<file path="config.mk">
export PLATFORM = sky130hd
export DESIGN_NAME = proc_ctrl
export DESIGN_NICKNAME = d
export VERILOG_FILES = /design/src/rtl/proc_ctrl.sv
export SDC_FILE = /design/constraint.sdc
export NUM_CORES = 1
export LEC_CHECK = 0
export ABC_CLOCK_PERIOD_IN_PS = 5500
export CAP_MARGIN = 20
export CORE_MARGIN = 1
export CORE_UTILIZATION = 37
export DETAILED_ROUTE_END_ITERATION = 10
export MAX_ROUTING_LAYER = met4
export PLACE_DENSITY_LB_ADDON = 0.25
export SLEW_MARGIN = 40
export SYNTH_ARGS = -nofsm -noshare
export SYNTH_HDL_FRONTEND = slang
export SYNTH_SLANG_ARGS = --single-unit
</file>
<file path="constraint.sdc">
create_clock -name Clock -period 5.5 [get_ports Clock]
set_input_delay 1.1 -clock Clock [delete_from_list [all_inputs] [get_ports Clock]]
set_output_delay 1.1 -clock Clock [all_outputs]
set_load 0.1 [all_outputs]
</file>
<file path="src/rtl/proc_ctrl.sv">
// Control unit for the simple processor: a T0..T3 step counter plus a purely
// combinational decode of step, instruction and Gnz into datapath strobes.
module proc_ctrl (
  input  logic       Clock,
  input  logic       Reset,
  input  logic       Run,
  input  logic [8:0] IR,
  input  logic       Gnz,
  output logic       IRin,
  output logic [7:0] Rin,
  output logic [7:0] Rout,
  output logic       Ain,
  output logic       Gin,
  output logic       Gout,
  output logic       DINout,
  output logic       AddSub,
  output logic       Done,
  output logic [1:0] Tstep
);

  typedef enum logic [1:0] {
    T0 = 2'd0,
    T1 = 2'd1,
    T2 = 2'd2,
    T3 = 2'd3
  } step_t;

  localparam logic [2:0] OP_MV   = 3'b000;
  localparam logic [2:0] OP_MVI  = 3'b001;
  localparam logic [2:0] OP_ADD  = 3'b010;
  localparam logic [2:0] OP_SUB  = 3'b011;
  localparam logic [2:0] OP_MVNZ = 3'b100;

  step_t      step, next_step;
  logic [2:0] opcode, reg_x, reg_y;
  logic       is_alu;

  assign opcode = IR[8:6];
  assign reg_x  = IR[5:3];
  assign reg_y  = IR[2:0];
  assign is_alu = (opcode == OP_ADD) || (opcode == OP_SUB);
  assign Tstep  = step;

  always_ff @(posedge Clock) begin
    if (Reset) step <= T0;
    else       step <= next_step;
  end

  // IR is not latched: the decode relies on it staying stable until Done.
  always_comb begin
    next_step = step;
    IRin      = 1'b0;
    Rin       = 8'h00;
    Rout      = 8'h00;
    Ain       = 1'b0;
    Gin       = 1'b0;
    Gout      = 1'b0;
    DINout    = 1'b0;
    AddSub    = 1'b0;
    Done      = 1'b0;
    case (step)
      T0: begin
        IRin = Run;
        if (Run) next_step = T1;
      end
      T1: begin
        case (opcode)
          OP_MV: begin
            Rout[reg_y] = 1'b1;
            Rin[reg_x]  = 1'b1;
            Done        = 1'b1;
          end
          OP_MVI: begin
            DINout     = 1'b1;
            Rin[reg_x] = 1'b1;
            Done       = 1'b1;
          end
          OP_ADD, OP_SUB: begin
            Rout[reg_x] = 1'b1;
            Ain         = 1'b1;
          end
          OP_MVNZ: begin
            Done = 1'b1;
            if (Gnz) begin
              Rout[reg_y] = 1'b1;
              Rin[reg_x]  = 1'b1;
            end
          end
          default: Done = 1'b1;
        endcase
        next_step = Done ? T0 : T2;
      end
      T2: begin
        // Only add/sub reach T2; any other decode here just falls back to T0.
        if (is_alu) begin
          Rout[reg_y] = 1'b1;
          Gin         = 1'b1;
          AddSub      = (opcode == OP_SUB);
          next_step   = T3;
        end else begin
          next_step = T0;
        end
      end
      T3: begin
        if (is_alu) begin
          Gout       = 1'b1;
          Rin[reg_x] = 1'b1;
          Done       = 1'b1;
        end
        next_step = T0;
      end
      default: next_step = T0;
    endcase
    // Reset silences every strobe in the same cycle, not just after the edge.
    if (Reset) begin
      IRin   = 1'b0;
      Rin    = 8'h00;
      Rout   = 8'h00;
      Ain    = 1'b0;
      Gin    = 1'b0;
      Gout   = 1'b0;
      DINout = 1'b0;
      AddSub = 1'b0;
      Done   = 1'b0;
    end
  end

endmodule

</file>
==> metrics <==
outcome complete, no violations; Root Driver clkbuf_4; GRT busiest layer met2; slew margin rel. 0.679; fin cells 133; port bufs 37; ranking of synthesized cells by area ha_1, nand2b_1, nor2_1, dfxtp_1, o22ai_1; via count 732; Synth warnings 0; Slew Viols, Final 0; EDFF count, synth 0; ant diodes 0; Clock Path Buffers 2; Core ar. 1330 um^2; vias in the first global route 588; largest net degree at the start of global routing 9; Largest register FFs 2; clk_lat worst skew 0.23 ns; Final #Nets 138; Die H 40.4 um; first-pass GRT wire length 2.46 mm; Initial Util 0.410; Routed Antenna Nets 0; Hold Crit Class register to register; DRC 0; Sum Neg Setup Slack 0 ns; Peak VDD IR 0.105 mV; type of the worst setup path input port to output pin; max-cap violation count 0; Die X 40.4 um; Crit Path Max Fanout 7; Least-Margin Pin Slew 0.485 ns; Syn Inst Count 78; mean cell area of the mapped netlist 7.01 um^2; gr ovfl total 0; asr flop ratio synth 0; Min-Delay Path Depth 2; routed length per instance 12.0 um; Worst Hold Margin 0.575 ns; CP startpoint kind input port; Global Route met2 Usage 0.373; dpl cells 130; Clock transition at path regs 0.03 ns; io pins 38; fin crit share 0.766; Clock Sinks 2; Post-synth top cells nor2_1, nand2b_1, o22ai_1; ys flop type dfxtp_1; DRT Wirelength 1.59 mm; M3 GR Usage 0.0389; register area share after synthesis 0.0732; Setup Buffers After CTS 0; layout cells sized above 1 0.314; Power Density 122 nW/um^2; die area 1640 um^2; Crit path required time 4.40 ns; GRT met1 Usage 0.274; # setup viols final 0; CP endpoint kind output pin; RSZ-0062 raised after global routing no; post-CTS sizing 0; cell with the most instances after synthesis nor2_1; HPWL after DPL 1.29 mm; start point of the worst hold path Tstep[1]$_SDFFE_PP0P_; Synth top area share 0.114; minimum clock period 4.21 ns; GRT Util Overall 0.225; Synth Cell Area 547 um^2; initial antenna violation count 0; RD Place Congestion 0.873; worst r2r src Tstep[0]$_SDFFE_PP0P_; final hold vios 0; Critical path origin IR[7]; cts hold-fix bufs 0; Fmax achieved 0.237 GHz; total nets after synthesis 96; H-Tree Depth 1; Critical Path AT 3.11 ns; first drt pass iteration count 4; FF-to-FF path depth 6; Core Rows 13; Yosys reg bits 2; DRT iter0 DRCs 6; Yosys cell types 31; Static Leakage 0.377 nW; post-synth top area cell ha_1; cts bufs inserted 3; TritonCTS clock tree built; Setup Skew 0.00876 ns; vias per cell 5.50; Area Growth Syn to Fin 65.9%
[through the flow]
stage | cell area, um^2 | power, mW | worst slack [ns] | utilization
2_1_floorplan | 568 | 0.0579 | 0.286 | -
3_3_place_gp | 905 | 0.0790 | 1.26 | 0.678
3_5_place_dp | 885 | 0.0777 | 1.31 | 0.663
4_1_cts | 907 | 0.111 | 1.31 | 0.680
5_1_grt | 907 | 0.120 | 1.17 | 0.680
6_report | 907 | 0.111 | 1.29 | 0.680
[metal layers]
| layer | vias up | share of wire |
|---|---|---|
| li1 | 383 | - |
| met2 | 26 | 0.47 |
| met1 | 321 | 0.46 |
| met5 | - | 0 |
| met3 | 2 | 0.064 |
| met4 | 0 | 0.0082 |
[cells by family (layout without fill, tap and decap cells)]
family,after synthesis,after routing,share of synthesized area
buffers and inverters,5,45,0.0343
AO/OA/AOI/OAI,23,23,0.350
AND/OR/NAND/NOR,43,43,0.428
adder cells (fa/ha/maj),5,5,0.114
flip-flops,2,2,0.0732
[power by group]
group	switching, mW	leakage (nW)	internal (mW)
Clock	0.00864	0.0138	0.0241
Combinational	0.0417	0.346	0.0197
Sequential	0.00124	0.0164	0.0156
[final timing paths]
kind / end / slack [ns]
setup / recovery: Rout[0] / 1.29
hold / removal: Tstep[1]$_SDFFE_PP0P_ / 0.57
setup reg to reg: Tstep[1]$_SDFFE_PP0P_ / 4.14
hold reg to reg: Tstep[1]$_SDFFE_PP0P_ / 0.57
[layout by cell type, fill, tap and decap left out, types with 2 or more instances in the layout]
cell,count
nor3_2,3
clkbuf_4,3
o22a_1,2
dfxtp_1,2
nand2b_1,9
nand2_1,5
buf_4,21
o32a_1,2
a21oi_1,4
ha_1,5
inv_1,5
or3_1,3
nand3_1,2
clkdlybuf4s50_1,12
buf_2,4
o22ai_1,6
and3_1,2
nor2_1,11
[layout make-up]
class	instances	area, um^2
clock buffers	3	22.5
fillers	124	427
multi-input cells	71	509
repair buffers	37	298
flip-flops and latches	2	40.0
inverters	5	18.8
well taps	15	18.8
[critical path: stages]
cell and delay (ns):
clkdlybuf4s50_1 0.52, nor2_1 0.37, o2111ai_4 0.20, or3_4 0.38, o32ai_2 0.21, buf_4 0.33
(Power assumes the default switching activity.)
